[src/rtl/vga_timing_pkg.sv]
// Shared types, default 640x480 timing and the sync-window decode helper
// used by the VGA timing controller.
package vga_timing_pkg;

   typedef enum logic [1:0] {
      IDLE  = 2'd0,
      RUN   = 2'd1,
      DRAIN = 2'd2
   } run_state_e;

   localparam int DEF_PIX_DIV  = 4;
   localparam int DEF_H_ACTIVE = 640;
   localparam int DEF_H_FP     = 16;
   localparam int DEF_H_SYNC   = 96;
   localparam int DEF_H_BP     = 48;
   localparam int DEF_V_ACTIVE = 480;
   localparam int DEF_V_FP     = 10;
   localparam int DEF_V_SYNC   = 2;
   localparam int DEF_V_BP     = 33;
   localparam int DEF_HCNT_W   = 10;
   localparam int DEF_VCNT_W   = 10;

   // True when count lies in [lo, lo+len-1].
   function automatic logic in_window(input int unsigned count,
                                      input int unsigned lo,
                                      input int unsigned len);
      return (count >= lo) && (count < (lo + len));
   endfunction

endpackage

[src/rtl/vga_timing_ctrl_if.sv]
// Run request in, pixel timing out: the link between the register block,
// the timing controller and the frame-buffer / RGB logic.
interface vga_timing_ctrl_if #(
   parameter int HCNT_W = 10,
   parameter int VCNT_W = 10
);
   logic              ENABLE_IN;
   logic              PIX_EN;
   logic [HCNT_W-1:0] X;
   logic [VCNT_W-1:0] Y;
   logic              DE;
   logic              HS;
   logic              VS;
   logic              LINE_START;
   logic              FRAME_START;
   logic              FRAME_END;
   logic              BUSY;

   modport master (
      input  ENABLE_IN,
      output PIX_EN, X, Y, DE, HS, VS, LINE_START, FRAME_START, FRAME_END, BUSY
   );

   modport slave (
      output ENABLE_IN,
      input  PIX_EN, X, Y, DE, HS, VS, LINE_START, FRAME_START, FRAME_END, BUSY
   );
endinterface

[src/rtl/vga_axis_counter.sv]
// One wrapping pixel-axis counter; NEXT exposes the value loaded on the
// coming edge so the caller can register decodes in step with COUNT.
module vga_axis_counter #(
   parameter int WIDTH = 10,
   parameter int TOTAL = 800
) (
   input  logic             CLK,
   input  logic             RESET,
   input  logic             CLR,
   input  logic             INC,
   output logic [WIDTH-1:0] COUNT,
   output logic             WRAP,
   output logic [WIDTH-1:0] NEXT
);
   localparam logic [WIDTH-1:0] LAST = WIDTH'(TOTAL - 1);

   logic [WIDTH-1:0] r_count;

   assign COUNT = r_count;

   always_comb begin
      WRAP = INC && (r_count == LAST);
      if (CLR) begin
         NEXT = {WIDTH{1'b0}};
      end else if (WRAP) begin
         NEXT = {WIDTH{1'b0}};
      end else if (INC) begin
         NEXT = r_count + WIDTH'(1'b1);
      end else begin
         NEXT = r_count;
      end
   end

   always_ff @(posedge CLK or posedge RESET) begin
      if (RESET) begin
         r_count <= {WIDTH{1'b0}};
      end else begin
         r_count <= NEXT;
      end
   end
endmodule

[src/rtl/vga_timing_ctrl.sv]
// VGA pixel timing generator with a run/drain FSM so the display only
// starts and stops on frame boundaries.
module vga_timing_ctrl
   import vga_timing_pkg::*;
#(
   parameter int PIX_DIV  = DEF_PIX_DIV,
   parameter int H_ACTIVE = DEF_H_ACTIVE,
   parameter int H_FP     = DEF_H_FP,
   parameter int H_SYNC   = DEF_H_SYNC,
   parameter int H_BP     = DEF_H_BP,
   parameter int V_ACTIVE = DEF_V_ACTIVE,
   parameter int V_FP     = DEF_V_FP,
   parameter int V_SYNC   = DEF_V_SYNC,
   parameter int V_BP     = DEF_V_BP,
   parameter int HCNT_W   = DEF_HCNT_W,
   parameter int VCNT_W   = DEF_VCNT_W,
   parameter bit SYNC_POL = 1'b0
) (
   input logic                 CLK,
   input logic                 RESET,
   vga_timing_ctrl_if.master   bus
);
   localparam int H_TOTAL = H_ACTIVE + H_FP + H_SYNC + H_BP;
   localparam int V_TOTAL = V_ACTIVE + V_FP + V_SYNC + V_BP;
   localparam int PRE_W   = (PIX_DIV > 1) ? $clog2(PIX_DIV) : 1;
   localparam logic [PRE_W-1:0]  PRE_LAST = PRE_W'(PIX_DIV - 1);
   localparam logic [HCNT_W-1:0] H_LAST   = HCNT_W'(H_TOTAL - 1);

   if (H_TOTAL > (2 ** HCNT_W)) begin : g_h_width_chk
      $error("vga_timing_ctrl: H_TOTAL does not fit in HCNT_W bits");
   end
   if (V_TOTAL > (2 ** VCNT_W)) begin : g_v_width_chk
      $error("vga_timing_ctrl: V_TOTAL does not fit in VCNT_W bits");
   end

   run_state_e        r_state, w_state_next;
   logic [PRE_W-1:0]  r_pre;
   logic              r_de, r_hs, r_vs;
   logic              w_running, w_clr, w_tick, w_run_next;
   logic [HCNT_W-1:0] w_x, w_x_next;
   logic [VCNT_W-1:0] w_y, w_y_next;
   logic              w_h_wrap, w_v_wrap;

   vga_axis_counter #(.WIDTH(HCNT_W), .TOTAL(H_TOTAL)) u_hcnt (
      .CLK(CLK), .RESET(RESET), .CLR(w_clr), .INC(w_tick),
      .COUNT(w_x), .WRAP(w_h_wrap), .NEXT(w_x_next)
   );

   // Vertical advances only when the horizontal axis wraps; its wrap marks the last pixel of the frame.
   vga_axis_counter #(.WIDTH(VCNT_W), .TOTAL(V_TOTAL)) u_vcnt (
      .CLK(CLK), .RESET(RESET), .CLR(w_clr), .INC(w_h_wrap),
      .COUNT(w_y), .WRAP(w_v_wrap), .NEXT(w_y_next)
   );

   always_ff @(posedge CLK or posedge RESET) begin
      if (RESET) begin
         r_state <= IDLE;
      end else begin
         r_state <= w_state_next;
      end
   end

   always_comb begin
      w_state_next = r_state;
      case (r_state)
         IDLE:    if (bus.ENABLE_IN) w_state_next = RUN;   else w_state_next = IDLE;
         RUN:     if (!bus.ENABLE_IN) w_state_next = DRAIN; else w_state_next = RUN;
         DRAIN: begin
            if (bus.ENABLE_IN)  w_state_next = RUN;
            else if (w_v_wrap)  w_state_next = IDLE;
            else                w_state_next = DRAIN;
         end
         default: w_state_next = IDLE;
      endcase
   end

   always_comb begin
      w_running       = (r_state != IDLE);
      w_clr           = !w_running;
      w_tick          = w_running && (r_pre == PRE_LAST);
      bus.BUSY        = w_running;
      bus.PIX_EN      = w_tick;
      bus.LINE_START  = w_tick && (w_x == {HCNT_W{1'b0}});
      bus.FRAME_START = w_tick && (w_x == {HCNT_W{1'b0}}) && (w_y == {VCNT_W{1'b0}});
      bus.FRAME_END   = w_v_wrap;
      bus.X           = w_x;
      bus.Y           = w_y;
      bus.DE          = r_de;
      bus.HS          = r_hs;
      bus.VS          = r_vs;
   end

   always_ff @(posedge CLK or posedge RESET) begin
      if (RESET) begin
         r_pre <= {PRE_W{1'b0}};
      end else if (!w_running || w_tick) begin
         r_pre <= {PRE_W{1'b0}};
      end else begin
         r_pre <= r_pre + PRE_W'(1'b1);
      end
   end

   assign w_run_next = (w_state_next != IDLE);

   // Decoded from the next counts so DE/HS/VS land on the same edge as X/Y.
   always_ff @(posedge CLK or posedge RESET) begin
      if (RESET) begin
         r_de <= 1'b0;
         r_hs <= ~SYNC_POL;
         r_vs <= ~SYNC_POL;
      end else begin
         r_de <= w_run_next && (32'(w_x_next) < H_ACTIVE) && (32'(w_y_next) < V_ACTIVE);
         r_hs <= (w_run_next && in_window(32'(w_x_next), H_ACTIVE + H_FP, H_SYNC))
                 ? SYNC_POL : ~SYNC_POL;
         r_vs <= (w_run_next && in_window(32'(w_y_next), V_ACTIVE + V_FP, V_SYNC))
                 ? SYNC_POL : ~SYNC_POL;
      end
   end

   logic w_unused;
   assign w_unused = ^{H_LAST, 1'b0};
endmodule

[src/flat_wrapper.sv]
// flat-port wrapper written by rule: the top's interface ports become plain ports
module vga_timing_ctrl_flat import vga_timing_pkg::*;
#(
   parameter int PIX_DIV  = DEF_PIX_DIV,
   parameter int H_ACTIVE = DEF_H_ACTIVE,
   parameter int H_FP     = DEF_H_FP,
   parameter int H_SYNC   = DEF_H_SYNC,
   parameter int H_BP     = DEF_H_BP,
   parameter int V_ACTIVE = DEF_V_ACTIVE,
   parameter int V_FP     = DEF_V_FP,
   parameter int V_SYNC   = DEF_V_SYNC,
   parameter int V_BP     = DEF_V_BP,
   parameter int HCNT_W   = DEF_HCNT_W,
   parameter int VCNT_W   = DEF_VCNT_W,
   parameter bit SYNC_POL = 1'b0
)
  (CLK, RESET, bus_ENABLE_IN, bus_PIX_EN, bus_X, bus_Y, bus_DE, bus_HS, bus_VS, bus_LINE_START, bus_FRAME_START, bus_FRAME_END, bus_BUSY);
  vga_timing_ctrl_if #(.HCNT_W(HCNT_W), .VCNT_W(VCNT_W)) bus_i ();
  input logic CLK;
  input logic RESET;
  input wire logic [$bits(bus_i.ENABLE_IN)-1:0] bus_ENABLE_IN;
  output wire logic [$bits(bus_i.PIX_EN)-1:0] bus_PIX_EN;
  output wire logic [$bits(bus_i.X)-1:0] bus_X;
  output wire logic [$bits(bus_i.Y)-1:0] bus_Y;
  output wire logic [$bits(bus_i.DE)-1:0] bus_DE;
  output wire logic [$bits(bus_i.HS)-1:0] bus_HS;
  output wire logic [$bits(bus_i.VS)-1:0] bus_VS;
  output wire logic [$bits(bus_i.LINE_START)-1:0] bus_LINE_START;
  output wire logic [$bits(bus_i.FRAME_START)-1:0] bus_FRAME_START;
  output wire logic [$bits(bus_i.FRAME_END)-1:0] bus_FRAME_END;
  output wire logic [$bits(bus_i.BUSY)-1:0] bus_BUSY;
  assign bus_i.ENABLE_IN = bus_ENABLE_IN;
  assign bus_PIX_EN = bus_i.PIX_EN;
  assign bus_X = bus_i.X;
  assign bus_Y = bus_i.Y;
  assign bus_DE = bus_i.DE;
  assign bus_HS = bus_i.HS;
  assign bus_VS = bus_i.VS;
  assign bus_LINE_START = bus_i.LINE_START;
  assign bus_FRAME_START = bus_i.FRAME_START;
  assign bus_FRAME_END = bus_i.FRAME_END;
  assign bus_BUSY = bus_i.BUSY;
  vga_timing_ctrl #(.PIX_DIV(PIX_DIV), .H_ACTIVE(H_ACTIVE), .H_FP(H_FP), .H_SYNC(H_SYNC), .H_BP(H_BP), .V_ACTIVE(V_ACTIVE), .V_FP(V_FP), .V_SYNC(V_SYNC), .V_BP(V_BP), .HCNT_W(HCNT_W), .VCNT_W(VCNT_W), .SYNC_POL(SYNC_POL)) u_core (.CLK(CLK), .RESET(RESET), .bus(bus_i));
endmodule
[config.mk]
export PLATFORM = sky130hd
export DESIGN_NAME = vga_timing_ctrl_flat
export DESIGN_NICKNAME = d
export VERILOG_FILES = /design/src/rtl/vga_timing_pkg.sv /design/src/rtl/vga_timing_ctrl_if.sv /design/src/rtl/vga_axis_counter.sv /design/src/rtl/vga_timing_ctrl.sv /design/src/flat_wrapper.sv
export SDC_FILE = /design/constraint.sdc
export NUM_CORES = 1
export LEC_CHECK = 0
export BUFFER_PORTS_ARGS = -buffer_cell sky130_fd_sc_hd__buf_2
export CAP_MARGIN = 15
export CELL_PAD_IN_SITES_DETAIL_PLACEMENT = 0
export CELL_PAD_IN_SITES_GLOBAL_PLACEMENT = 1
export CORE_ASPECT_RATIO = 0.8
export CORE_UTILIZATION = 37
export DETAILED_ROUTE_END_ITERATION = 12
export GPL_TIMING_DRIVEN = 0
export PLACE_DENSITY_LB_ADDON = 0.1
export SLEW_MARGIN = 20
export SYNTH_ARGS = -nofsm -noshare
export SYNTH_HDL_FRONTEND = slang
export SYNTH_SLANG_ARGS = --single-unit
export TNS_END_PERCENT = 50
[constraint.sdc]
create_clock -name CLK -period 2.4 [get_ports CLK]
set_input_delay 0.48 -clock CLK [delete_from_list [all_inputs] [get_ports CLK]]
set_output_delay 0.48 -clock CLK [all_outputs]
set_load 0.01 [all_outputs]
==> flow_summary_export.csv <==
group,metric,value,unit
outcome,status,"complete, but fails checks",
outcome,violated_checks,"negative setup slack",
pwr,max-vdd-ir-drop,0.2833,mV
synthesis,warnings_from_yosys,0,
sta,timing.final.crit_share,100.1,%
critical_path,worst-setup-path-type,"register to output port",
sta,tightestPinTransition,0.5799,ns
synthesis,postSynthNetCount,191,
critical_path,worst-path-max-fanout,4,
synthesis,post_synth_inst_count,183,
synthesis,synth-edff-count,0,
route,detail_route.vias_per_cell,5.443,
clock_network,tritoncts,"built",
synthesis,synth-simple-area-share,27.04,%
route,detailroute.via_count,1524,
critical_path,end_kind,"output port",
flow_run,maxCapViolCount,0,
sta,setup_viol,1,
synthesis,synthesis.area,0.001670,mm²
grt,grt_first_pass_wirelength,6955,µm
synthesis,synth-main-ff-cell,"sky130_fd_sc_hd__dfrtp_1",
synthesis,synth_xor_xnor_area_share,9.438,%
floorplan,row_count,21,
sta,max_slew_margin,61.28,%
floorplan,boundaryPins,31,
clock_network,clkLatencyLatePin,0.28,ns
synthesis,ys_top_cells_by_area,"sky130_fd_sc_hd__dfrtp_1, sky130_fd_sc_hd__xnor2_1, sky130_fd_sc_hd__nor2_1",
synthesis,share_of_cell_area_taken_by_muxes_after_synthesis,0.5993,%
synthesis,synthDominantCellAreaShare,37.45,%
route,drtIter0Drc,98,
clock_network,ctsLongestPathBuffers,2,
critical_path,worst_setup_path_start_kind,"register",
route,wl_per_cell,15.38,µm
synthesis,synth.avg_cell_area,9.128,µm²
floorplan,die_h,62.10,µm
final_layout,syn_to_final_growth,27.04,%
sta,post-route-worst-setup-slack,-0.002797,ns
placement,post_dp_cell_area,0.001893,mm²
clock_network,cts_hold_buffers,0,
critical_path,regToRegSetupSlack,0.08,ns
final_layout,n_antenna_cell,0,
sta,report.final.slew_viol_count,0,
pwr,p_per_area,439.8,mW/mm²
sta,timing.final.hold_violations,0,
final_layout,finish.net_count,232,
grt,grt_usage,19.15,%
floorplan,die_x,77.12,µm
sta,skew,0.01232,ns
critical_path,worst_ep_arrival_time,1.92,ns
placement,gpl.final_weighted_congestion,0.8384,
synthesis,post_synth_fa_ha_maj_area_fraction,3.745,%
clock_network,ctsHtreeMaxLevel,1,
synthesis,yosys.area.top_type,"sky130_fd_sc_hd__dfrtp_1",
floorplan,initial_utilization,39.24,%
floorplan,fp.dieArea,0.004789,mm²
floorplan,placeableCoreArea,0.004257,mm²
final_layout,post_route_cells_drive_above_1_share,37.67,%
synthesis,ff_latch_count_synth,27,
clock_network,cts_num_sinks,27,
route,post_route_drc,0,
placement,buffer_ports.inserted,30,
route,firstDrtPassIters,4,
critical_path,max_stage_delay,0.46,ns
sta,rsz_0062_raised_after_global_routing,"true",
synthesis,synth_async_sr_flop_share,100.0,%
worst_hold_path,hold_class,"input port to asynchronous set/reset pin",
grt,grt_antenna_before_repair,0,
grt,grt_pass1_vias,1330,
route,antenna_violating_nets_post_route,0,
final_layout,design_area,0.002122,mm²
synthesis,distinct_cell_type_count_after_synthesis,47,
critical_path,critical_path.cell_chain,"inv_2 > ha_4 > or4b_4 > nor3_4 > and4_1 > buf_2",
sta,fmax,0.4162,GHz
grt,pin_count_of_the_biggest_net_entering_global_routing,28,
sta,setup_total_negative_slack,-0.002797,ns
synthesis,post_synth_most_frequent_cells,"sky130_fd_sc_hd__dfrtp_1, sky130_fd_sc_hd__nor2_1, sky130_fd_sc_hd__nand2_1, sky130_fd_sc_hd__xnor2_1, sky130_fd_sc_hd__clkbuf_1",
critical_path,slowest_stage,"sky130_fd_sc_hd__or4b_4",
placement,dp_hpwl,2984,µm
synthesis,post-synth-top-count-cell,"sky130_fd_sc_hd__dfrtp_1",
route,final_routed_wirelength,4306,µm
clock_network,cts-buffers-inserted,3,
clock_network,cts_root_buffer,"sky130_fd_sc_hd__clkbuf_8",
clock_network,cts.clk_slew.worst_paths,0.10,ns
synthesis,share_of_the_synthesized_area_in_compound_gates_ao_oa_aoi_oai,12.28,%
synthesis,main_combinational_cell_family_by_area_after_synthesis,"simple AND/OR/NAND/NOR gates",
grt,overflow,0,
final_layout,final_cells,280,
critical_path,critPathRequiredTime,1.92,ns
sta,min_period,2.403,ns
placement,dp.cells,270,
synthesis,yosysSeqAreaShare,40.60,%
pwr,leakage,0.9034,nW
[registers in the layout, summed over array words and instances (netlist names)]
register / count
u_core.bus.HS: 1
u_core.bus.VS: 1
u_core.u_hcnt.COUNT: 10
u_core.bus.DE: 1
u_core.r_state: 2
u_core.r_pre: 2
u_core.u_vcnt.COUNT: 10
[metrics by stage]
step | setup slack (ns) | power (W) | util [%] | hold slack [ns]
floorplan | -0.01545 | 0.0006010 | - | 0.4150
global placement | -0.4631 | 0.0006467 | 44.47 | 0.4267
detailed placement | -0.5042 | 0.0006545 | 44.47 | 0.4382
CTS | -0.08622 | 0.0009278 | 48.41 | 0.3704
global route | -0.09830 | 0.0009850 | 49.85 | 0.2814
finish | -0.002797 | 0.0009332 | 49.85 | 0.2503
[cell usage in the layout (no fill, tap or decap), types with 2 or more instances in the layout]
master	n
sky130_fd_sc_hd__o211ai_1	2
sky130_fd_sc_hd__buf_2	31
sky130_fd_sc_hd__dfrtp_1	17
sky130_fd_sc_hd__inv_1	5
sky130_fd_sc_hd__clkbuf_8	3
sky130_fd_sc_hd__dfrtp_2	8
sky130_fd_sc_hd__buf_4	13
sky130_fd_sc_hd__nor2_1	16
sky130_fd_sc_hd__clkbuf_1	2
sky130_fd_sc_hd__clkbuf_4	2
sky130_fd_sc_hd__ha_4	2
sky130_fd_sc_hd__inv_2	4
sky130_fd_sc_hd__a21oi_1	3
sky130_fd_sc_hd__nand4_1	7
sky130_fd_sc_hd__xor2_1	6
sky130_fd_sc_hd__nand3_1	9
sky130_fd_sc_hd__a31o_2	2
sky130_fd_sc_hd__nand2b_1	4
sky130_fd_sc_hd__nor3_1	7
sky130_fd_sc_hd__ha_1	3
sky130_fd_sc_hd__o31ai_1	2
sky130_fd_sc_hd__xnor2_1	12
sky130_fd_sc_hd__dfstp_2	2
sky130_fd_sc_hd__o21ai_0	4
sky130_fd_sc_hd__and3_1	4
sky130_fd_sc_hd__or4_4	2
sky130_fd_sc_hd__nand2_1	14
sky130_fd_sc_hd__nor4_2	2
sky130_fd_sc_hd__nor4_1	2
sky130_fd_sc_hd__a311oi_1	2
[repair_timing]
item / CTS / global route
setup endpoints to repair: 18 / 5
setup buffers: 9 / 5
pin swaps: 9 / 5
resized for setup: 23 / 17
[metal layers]
| metal | up-vias | track usage [%] | wire length (µm) |
|---|---|---|---|
| li1 | 738 | - | - |
| met1 | 742 | 29.11 | 2327 |
| met2 | 35 | 26.68 | 1733 |
| met3 | 9 | 4.234 | 174 |
| met4 | 0 | 5.930 | 70 |
| met5 | - | 0 | 0 |
[report_power, final]
part           leakage (nW)  switching (W)  internal, W  total (W)
clock                0.0228       0.000148     0.000119   0.000268
sequential            0.349      0.0000286     0.000480   0.000509
combinational         0.531      0.0000880    0.0000685   0.000156
[cells by family (layout without fill, tap and decap cells)]
kind of cell / Yosys count / after routing
adders and majority gates: 5 / 5
xor gates and xnor gates: 18 / 18
DFF: 27 / 27
buffers and inverters: 22 / 62
muxes: 1 / 1
and+or+nand+nor: 83 / 83
AOI/OAI and AO/OA: 27 / 27
[path summary, 6_finish.rpt]
| path | cells past startpoint | startpoint | end |
|---|---|---|---|
| setup / recovery | 6 | u_core.u_vcnt.COUNT[1] | bus_FRAME_END |
| hold reg to reg | 1 | u_core.r_pre[0] | u_core.r_pre[0] |
| min in group CLK | 2 | bus_ENABLE_IN | u_core.r_state[1] |
| setup reg to reg | 5 | u_core.u_hcnt.COUNT[4] | u_core.bus.DE |
| hold / removal | 2 | RESET | u_core.u_hcnt.COUNT[3] |
| max in group asynchronous | 2 | RESET | u_core.u_vcnt.COUNT[1] |
[final cells by class]
| class | instances | area [µm²] |
|---|---|---|
| tap | 57 | 71.32 |
| inverter | 9 | 33.78 |
| fill | 419 | 2135 |
| clock buffer | 4 | 45.04 |
| sequential | 27 | 688.2 |
| timing repair buffer | 44 | 259.0 |
| buffer | 5 | 28.78 |
| multi-input combinational | 134 | 996.0 |
[critical path, delay by kind of cell (launching register included)]
| family | cells | cell delay, ns |
|---|---|---|
| buffers and inverters | 2 | 0.22 |
| AND/OR/NAND/NOR | 3 | 0.89 |
| flip-flops | 1 | 0.42 |
| adder cells (fa/ha/maj) | 1 | 0.13 |
No activity file was read; power rests on OpenSTA's default activity.
